## src/rtl/alu_iter.sv

```systemverilog
// alu_iter: pipelined XLEN ALU with one registered result slot.
// Define ALU_MULDIV_EN to add the iterative multiply/divide unit.
module alu_iter #(
  parameter int XLEN = 32,
  parameter int SHW  = $clog2(XLEN)
) (
  input  logic            clk,
  input  logic            rst,
  input  logic            in_valid,
  output logic            in_ready,
  input  logic [4:0]      op,
  input  logic [XLEN-1:0] src1,
  input  logic [XLEN-1:0] src2,
  input  logic [XLEN-1:0] imm,
  input  logic            use_imm,
  output logic            out_valid,
  input  logic            out_ready,
  output logic [XLEN-1:0] result
);

  localparam logic [4:0] OP_ADD  = 5'd0;
  localparam logic [4:0] OP_SUB  = 5'd1;
  localparam logic [4:0] OP_SLL  = 5'd2;
  localparam logic [4:0] OP_SLT  = 5'd3;
  localparam logic [4:0] OP_SLTU = 5'd4;
  localparam logic [4:0] OP_XOR  = 5'd5;
  localparam logic [4:0] OP_SRL  = 5'd6;
  localparam logic [4:0] OP_SRA  = 5'd7;
  localparam logic [4:0] OP_OR   = 5'd8;
  localparam logic [4:0] OP_AND  = 5'd9;
  localparam logic [4:0] OP_EQ   = 5'd17;
  localparam logic [4:0] OP_NE   = 5'd18;
  localparam logic [4:0] OP_LT   = 5'd19;
  localparam logic [4:0] OP_GE   = 5'd20;
  localparam logic [4:0] OP_LTU  = 5'd21;
  localparam logic [4:0] OP_GEU  = 5'd22;
`ifdef ALU_MULDIV_EN
  localparam logic [4:0] OP_MUL   = 5'd10;
  localparam logic [4:0] OP_MULH  = 5'd11;
  localparam logic [4:0] OP_MULHU = 5'd12;
  localparam logic [4:0] OP_DIV   = 5'd13;
  localparam logic [4:0] OP_DIVU  = 5'd14;
  localparam logic [4:0] OP_REM   = 5'd15;
  localparam logic [4:0] OP_REMU  = 5'd16;
`endif

  logic [XLEN-1:0] opb;
  logic [XLEN-1:0] alu_res;
  logic [XLEN-1:0] load_val;
  logic            accept;
  logic            load;

  assign opb    = use_imm ? imm : src2;
  assign accept = in_valid && in_ready;

  // single-cycle results, including the divide special cases
  always_comb begin
    alu_res = '0;
    case (op)
      OP_ADD:  alu_res = src1 + opb;
      OP_SUB:  alu_res = src1 - opb;
      OP_SLL:  alu_res = src1 << opb[SHW-1:0];
      OP_SLT:  alu_res = XLEN'($signed(src1) < $signed(opb));
      OP_SLTU: alu_res = XLEN'(src1 < opb);
      OP_XOR:  alu_res = src1 ^ opb;
      OP_SRL:  alu_res = src1 >> opb[SHW-1:0];
      OP_SRA:  alu_res = $unsigned($signed(src1) >>> opb[SHW-1:0]);
      OP_OR:   alu_res = src1 | opb;
      OP_AND:  alu_res = src1 & opb;
      OP_EQ:   alu_res = XLEN'(src1 == opb);
      OP_NE:   alu_res = XLEN'(src1 != opb);
      OP_LT:   alu_res = XLEN'($signed(src1) < $signed(opb));
      OP_GE:   alu_res = XLEN'(!($signed(src1) < $signed(opb)));
      OP_LTU:  alu_res = XLEN'(src1 < opb);
      OP_GEU:  alu_res = XLEN'(!(src1 < opb));
`ifdef ALU_MULDIV_EN
      OP_DIV:  alu_res = (opb == '0) ? '1 : src1;
      OP_DIVU: alu_res = '1;
      OP_REM:  alu_res = (opb == '0) ? src1 : '0;
      OP_REMU: alu_res = src1;
`endif
      default: alu_res = '0;
    endcase
  end

`ifdef ALU_MULDIV_EN
  typedef enum logic [1:0] {IDLE, MUL, DIV, FIX} state_t;

  localparam logic [SHW-1:0]  CNT_LAST = SHW'(XLEN - 1);
  localparam logic [XLEN-1:0] SMIN = {1'b1, {(XLEN-1){1'b0}}};

  state_t            state_q, state_d;
  logic [XLEN-1:0]   hi_q, lo_q, dv_q;
  logic [SHW-1:0]    cnt_q;
  logic              sel_q, neg_q;
  logic              is_mul, is_div, is_sgn, special, start;
  logic              sa, sb;
  logic [XLEN-1:0]   mag_a, mag_b;
  logic [XLEN:0]     mul_sum, div_try;
  logic [XLEN-1:0]   mul_hi, mul_lo, div_hi, div_lo;
  logic [2*XLEN-1:0] prod;
  logic [XLEN-1:0]   mul_res, div_sel, div_res;

  assign is_mul  = op inside {OP_MUL, OP_MULH, OP_MULHU};
  assign is_div  = op inside {OP_DIV, OP_DIVU, OP_REM, OP_REMU};
  assign is_sgn  = op inside {OP_MULH, OP_DIV, OP_REM};
  assign special = is_div && (opb == '0 ||
                   (is_sgn && src1 == SMIN && opb == '1));
  assign start   = accept && (is_mul || (is_div && !special));
  assign sa      = src1[XLEN-1];
  assign sb      = opb[XLEN-1];
  assign mag_a   = (is_sgn && sa) ? -src1 : src1;
  assign mag_b   = (is_sgn && sb) ? -opb : opb;

  // shift-add: {hi,lo} holds partial product over the multiplier
  assign mul_sum = {1'b0, hi_q} + (lo_q[0] ? {1'b0, dv_q} : '0);
  assign mul_hi  = mul_sum[XLEN:1];
  assign mul_lo  = {mul_sum[0], lo_q[XLEN-1:1]};
  assign prod    = neg_q ? -{mul_hi, mul_lo} : {mul_hi, mul_lo};
  assign mul_res = sel_q ? prod[2*XLEN-1:XLEN] : prod[XLEN-1:0];

  // restoring divide: hi = partial remainder, lo = dividend/quotient
  assign div_try = {hi_q, lo_q[XLEN-1]} - {1'b0, dv_q};
  assign div_hi  = div_try[XLEN] ? {hi_q[XLEN-2:0], lo_q[XLEN-1]}
                                 : div_try[XLEN-1:0];
  assign div_lo  = {lo_q[XLEN-2:0], !div_try[XLEN]};
  assign div_sel = sel_q ? hi_q : lo_q;
  assign div_res = neg_q ? -div_sel : div_sel;

  // state register
  always_ff @(posedge clk or posedge rst) begin
    if (rst) state_q <= IDLE;
    else     state_q <= state_d;
  end

  // next state and result-slot load selection
  always_comb begin
    state_d  = state_q;
    load     = 1'b0;
    load_val = alu_res;
    unique case (state_q)
      IDLE: begin
        if (accept) begin
          if (start) state_d = is_mul ? MUL : DIV;
          else       load    = 1'b1;
        end
      end
      MUL: begin
        if (cnt_q == CNT_LAST) begin
          state_d  = IDLE;
          load     = 1'b1;
          load_val = mul_res;
        end
      end
      DIV: begin
        if (cnt_q == CNT_LAST) state_d = FIX;
      end
      FIX: begin
        state_d  = IDLE;
        load     = 1'b1;
        load_val = div_res;
      end
      default: state_d = IDLE;
    endcase
  end

  assign in_ready = (state_q == IDLE) && (!out_valid || out_ready);

  // iteration datapath: operand capture on start, one step per cycle
  always_ff @(posedge clk or posedge rst) begin
    if (rst) begin
      hi_q  <= '0;
      lo_q  <= '0;
      dv_q  <= '0;
      cnt_q <= '0;
      sel_q <= 1'b0;
      neg_q <= 1'b0;
    end else if (start) begin
      hi_q  <= '0;
      lo_q  <= is_mul ? mag_b : mag_a;
      dv_q  <= is_mul ? mag_a : mag_b;
      cnt_q <= '0;
      sel_q <= !(op == OP_MUL || op == OP_DIV || op == OP_DIVU);
      neg_q <= (op == OP_REM) ? sa : (is_sgn && (sa ^ sb));
    end else if (state_q == MUL) begin
      hi_q  <= mul_hi;
      lo_q  <= mul_lo;
      cnt_q <= cnt_q + 1'b1;
    end else if (state_q == DIV) begin
      hi_q  <= div_hi;
      lo_q  <= div_lo;
      cnt_q <= cnt_q + 1'b1;
    end
  end
`else
  assign load     = accept;
  assign load_val = alu_res;
  assign in_ready = !out_valid || out_ready;
`endif

  // result slot: load wins over drain
  always_ff @(posedge clk or posedge rst) begin
    if (rst) begin
      out_valid <= 1'b0;
      result    <= '0;
    end else if (load) begin
      out_valid <= 1'b1;
      result    <= load_val;
    end else if (out_ready) begin
      out_valid <= 1'b0;
    end
  end

endmodule

```

## config.mk

```make
export PLATFORM = sky130hd
export DESIGN_NAME = alu_iter
export DESIGN_NICKNAME = d
export VERILOG_FILES = /design/src/rtl/alu_iter.sv
export SDC_FILE = /design/constraint.sdc
export NUM_CORES = 1
export LEC_CHECK = 0
export CORE_MARGIN = 1.5
export CORE_UTILIZATION = 53
export CTS_CLUSTER_SIZE = 28
export DETAILED_ROUTE_END_ITERATION = 6
export PLACE_DENSITY = 0.78
export REMOVE_ABC_BUFFERS = 1
export SLEW_MARGIN = 25
export SYNTH_ARGS = -nofsm -noshare
export SYNTH_HDL_FRONTEND = slang
export SYNTH_SLANG_ARGS = --single-unit
```

## constraint.sdc

```tcl
create_clock -name clk -period 1.7 [get_ports clk]
set_clock_uncertainty 0.05 [all_clocks]
set_input_delay 0.17 -clock clk [delete_from_list [all_inputs] [get_ports clk]]
set_output_delay 0.17 -clock clk [all_outputs]
set_load 0.02 [all_outputs]
```

==> results of run 1 <==
==> synth_stat cells, drive strengths merged (3+ instances only) <==
cell / instances
o21ai: 120
a211oi: 33
ha: 113
nand2b: 14
nor2b: 6
o2111ai: 8
dfrtp: 33
o21a: 9
a21boi: 15
nor2: 147
o31a: 7
nand4: 6
a221oi: 25
o31ai: 14
o311ai: 3
inv: 102
o211ai: 29
a21o: 21
clkbuf: 68
a22oi: 15
and2: 5
nor4: 19
o221ai: 25
nor3: 25
nand3: 36
nand2: 179
a32oi: 5
a2111oi: 4
a31oi: 32
and3: 12
o22a: 3
xnor2: 12
a211o: 4
a21oi: 155
or4: 4
mux2i: 89
o21bai: 16
a221o: 15
buf: 42
or3: 4
o22ai: 23
a311oi: 10
==> per-stage QoR <==
| stage | area [um2] | std cells |
|---|---|---|
| 4_1_cts | 17200 | 2439 |
| 3_3_place_gp | 16000 | 2400 |
| 3_5_place_dp | 16000 | 2400 |
| 2_1_floorplan | 9870 | 1428 |
==> cells by family after synthesis <==
group / Yosys count / synth area share [%]
AOI/OAI and AO/OA: 610 / 39.7
xor gates and xnor gates: 13 / 1.10
and+or+nand+nor: 464 / 19.8
adders and majority gates: 115 / 14.1
muxes: 91 / 9.11
DFF: 33 / 7.99
buffers and inverters: 212 / 8.19
==> what timing repair did <==
item / CTS
pin swaps: 77
endpoints found under the setup margin: 32
resized for setup: 196
buffers inserted: 32
gates cloned: 2
==> layer usage <==
layer	overflow	GRT usage, %
met5	0	43.9
met3	4	68.6
met2	93	94.2
met1	8	80.5
met4	53	82.4
==> flow_metrics.py, run 1 <==
metrics = {
    "global_route": {
        "grt_max_degree": 59,
        "overflow": 158,
        "grt_usage_pct": 81.0,
        "grt_pass1_wl_um": 126000,
        "grt_pass1_vias": 21200,
    },
    "die": {
        "rows": 50,
        "die_w_um": 143,
        "io_pins": 140,
        "die-height_um": 143,
        "start_util_pct": 54.7,
    },
    "logic_synthesis": {
        "ys_types": 93,
        "synth_top_area_cell": "ha_1",
        "synthFlopType": "dfrtp_1",
        "synthTopCellsByArea": "ha_1 14%, mux2i_1 8.4%, dfrtp_1 8.0%",
        "syn_area_mm2": 0.0103,
        "synth_edf_count": 0,
        "synth_seq_cells": 33,
        "async_flop_share_pct": 100,
        "syn_inst": 1538,
        "yosysTopAreaCellShare_pct": 13.7,
        "synth_area_per_cell_um2": 6.72,
        "yosysSeqAreaShare_pct": 7.99,
        "ys_warn_count": 0,
    },
    "run_status": {
        "firstError": "[ERROR GRT-0116] Global routing finished with congestion. Check the congestion regions in the DRC Viewer.",
        "status": "did not finish",
        "haltStage": "global routing (5_1_grt)",
    },
    "clock_network": {
        "clock_sinks": 33,
        "clk_path_buf_depth": 2,
        "ctsHoldBuffers": 0,
        "clockRootBuffer": "clkbuf_16",
        "htree_levels": 2,
        "cts_buffers": 5,
    },
    "placed_design": {
        "routabilityCongestion": 1.24,
        "dp_slack_ns": -2.19,
        "port_buffers": 139,
        "dp.final_hpwl_um": 44800,
    },
}
==> run 2, diff against run 1 <==
--- a/config.mk
+++ b/config.mk
@@ -6,10 +6,9 @@
 export NUM_CORES = 1
 export LEC_CHECK = 0
 export CORE_MARGIN = 1.5
-export CORE_UTILIZATION = 53
-export CTS_CLUSTER_SIZE = 28
+export CORE_UTILIZATION = 40
 export DETAILED_ROUTE_END_ITERATION = 6
-export PLACE_DENSITY = 0.78
+export PLACE_DENSITY_LB_ADDON = 0.15
 export REMOVE_ABC_BUFFERS = 1
 export SLEW_MARGIN = 25
 export SYNTH_ARGS = -nofsm -noshare
==> constraint.sdc (replaced) <==
create_clock -name clk -period 2.2 [get_ports clk]
set_clock_uncertainty 0.05 [all_clocks]
set_input_delay 0.22 -clock clk [delete_from_list [all_inputs] [get_ports clk]]
set_output_delay 0.22 -clock clk [all_outputs]
set_load 0.02 [all_outputs]
==> run 2 against run 1 <==
Net effect: the flow now finishes, with violations (setup timing); synthesized cell count unchanged; area after synthesis unchanged.
==> flow_metrics.py, run 2 <==
metrics = {
    "run_status": {
        "status": "complete, but fails checks",
        "violations": "setup timing",
    },
    "clock_network": {
        "ctsHoldBuffers": 0,
        "cts_buffers": 5,
        "clock_sinks": 33,
        "htree_levels": 2,
        "cts_tree": "built",
        "clkLatencyLatePin_ns": 0.31,
        "clk_pin_slew_ns": 0.08,
        "clockRootBuffer": "clkbuf_16",
        "clk_path_buf_depth": 2,
    },
    "cells_and_area": {
        "fin_cells": 2588,
        "final_cell_mix": "618 x buf_4, 174 x nand2_1, 143 x nor2_1, 134 x a21oi_1, 125 x clkdlybuf4s50_1",
        "fillCellCount": 1960,
        "largest_reg_flops": 32,
        "top_register": "result",
        "drive_above_1_share_pct": 39.8,
        "area_growth_pct": 80.8,
        "final_util_pct": 74.0,
        "nNetsFinal": 2477,
        "design_area_mm2": 0.0187,
        "final_common_cell": "buf_4",
        "reg_top3": "result x32, out_valid x1",
    },
    "placed_design": {
        "dp.final_hpwl_um": 49700,
        "dp_slack_ns": -1.81,
        "dpl-instance-area_mm2": 0.0164,
        "dp_cells": 2515,
        "port_buffers": 139,
        "routabilityCongestion": 1.05,
    },
    "timing": {
        "fin_tns_setup_ns": -31.60,
        "worstMarginPinSlew_ns": 0.693,
        "period_share_pct": 163,
        "final_hold_viol_count": 0,
        "finalCriticalPeriod_ns": 3.59,
        "setup_ws_ns": -1.39,
        "finalSetupViolCount": 32,
        "fmax_mhz": 279,
        "drv_slew": 0,
        "hold_slack_ns": 0.319,
        "rsz0062_at_grt": "true",
        "slew_headroom_pct": 53.3,
    },
    "detailed_routing": {
        "via_per_inst": 6.47,
        "dr.pass1.iters": 6,
        "first_iter_violations": 2115,
        "routed_wl_um": 66500,
        "post_drt_wl_per_cell_um": 25.7,
        "ant_nets": 0,
        "drc": 0,
        "via_count": 16700,
    },
    "global_route": {
        "grt_usage_pct": 47.2,
        "antenna_found_initial": 3,
        "overflow": 0,
        "grt_pass1_wl_um": 94800,
        "grt_max_degree": 57,
        "grt_pass1_vias": 15800,
    },
    "setup_path": {
        "r2r_slack_ns": -0.18,
        "arrival_ns": 3.73,
        "cp-end-kind": "register",
        "cp-start-kind": "input pin",
        "required_ns": 2.34,
        "r2r-end": "result[30]",
        "critPathKind": "input pin to register",
        "r2r_start": "out_valid",
        "ff2ff_path_depth": 9,
        "crit_fanout": 5,
    },
    "logic_synthesis": {
        "synth_commonest_cells": "178 x nand2_1, 153 x a21oi_1, 147 x nor2_1",
        "synthFlopType": "dfrtp_1",
        "ys_types": 93,
        "syn_area_mm2": 0.0103,
        "synth_area_per_cell_um2": 6.72,
        "syn_inst": 1538,
        "yosysTopAreaCellShare_pct": 13.7,
        "synth_edf_count": 0,
        "ys_warn_count": 0,
        "async_flop_share_pct": 100,
        "yosysMostFrequentCell": "nand2_1",
        "synth_top_area_cell": "ha_1",
        "synth_seq_cells": 33,
        "synthTopCellsByArea": "ha_1 14%, mux2i_1 8.4%, dfrtp_1 8.0%",
        "yosysSeqAreaShare_pct": 7.99,
    },
    "flow_run": {
        "max_cap_violations": 0,
    },
    "die": {
        "die_w_um": 164,
        "die-height_um": 164,
        "rows": 58,
        "io_pins": 140,
        "core-area_mm2": 0.0253,
        "start_util_pct": 40.9,
        "die_area_mm2": 0.0268,
    },
    "pwr": {
        "power.density_mw_per_mm2": 406,
        "p_leak_nw": 8.65,
        "power.total_mw": 7.58,
        "ir_drop_mv": 0.285,
    },
    "worst_hold_path": {
        "min_path_type": "input pin to asynchronous set/reset pin",
    },
}
run 2: cell counts after synthesis:
Identical to the previous run, type by type.
run 2: cells by family (layout without fill, tap and decap cells):
| group | count (synthesis) | count (layout) | synth area share [%] |
|---|---|---|---|
| AO/OA/AOI/OAI | 610 | 610 | 39.7 |
| AND/OR/NAND/NOR | 464 | 464 | 19.8 |
| buffers and inverters | 212 | 931 | 8.19 |
| adder cells (fa/ha/maj) | 115 | 115 | 14.1 |
| multiplexers | 91 | 91 | 9.11 |
| flip-flops | 33 | 33 | 7.99 |
| XOR/XNOR | 13 | 13 | 1.10 |
| other | 0 | 1 | 0 |
run 2: metal layers:
| metal | track usage, % | vias up | wire length (um) |
|---|---|---|---|
| met5 | 0 | - | 27 |
| met4 | 24.7 | 4 | 4570 |
| met3 | 13.6 | 343 | 9210 |
| met2 | 70.4 | 1363 | 27700 |
| met1 | 61.2 | 7834 | 25000 |
| li1 | - | 7188 | - |
run 2: worst max path at each step:
stage	start	endpoint	slack, ns	depth (start not counted)
4_1_cts	use_imm	result[28]	-1.26	16
5_1_grt	use_imm	result[28]	-1.41	16
3_3_place_gp	src2[0]	result[28]	-1.68	15
2_1_floorplan	use_imm	result[28]	-4.20	12
6_report	use_imm	result[28]	-1.39	16
3_5_place_dp	imm[0]	result[20]	-1.81	15
run 2: timing repair:
action / 4_1_cts / 5_1_grt
endpoints found under the setup margin: 32 / 32
pin swaps: 110 / 82
resized for setup: 224 / 129
gates cloned: 0 / 3
setup buffers: 46 / 31
run 2: cell type report:
cell class / count / area, um2 / area share, %
multi-input cells: 1293 / 9960 / 53.3
repair buffers: 821 / 6890 / 36.9
flip-flops and latches: 33 / 826 / 4.42
well taps: 330 / 413 / 2.21
inverters: 102 / 395 / 2.12
clock buffers: 5 / 125 / 0.670
clock inverters: 3 / 68.8 / 0.368
diodes: 1 / 2.50 / 0.0134
run 2: power breakdown:
group          switching, mW  leakage (nW)  internal (mW)  total (mW)
clock network          0.413        0.0944          0.658        1.07
registers             0.0510         0.436          0.670       0.721
logic                   3.06          8.12           2.73        5.79
run 2: critical path, stage by stage:
cell and delay (ns):
buf_8 0.08, buf_12 0.15, mux2i_4 0.40, inv_2 0.11, ha_4 0.18, inv_2 0.06, fa_2 0.24, o21bai_4 0.07
a221o_1 0.40, a221o_2 0.42, a21oi_2 0.19, nand4b_1 0.20, nand2_2 0.10, a211o_1 0.28, a221o_1 0.31, a221o_1 0.30
No activity file was read; power rests on OpenSTA's default activity.
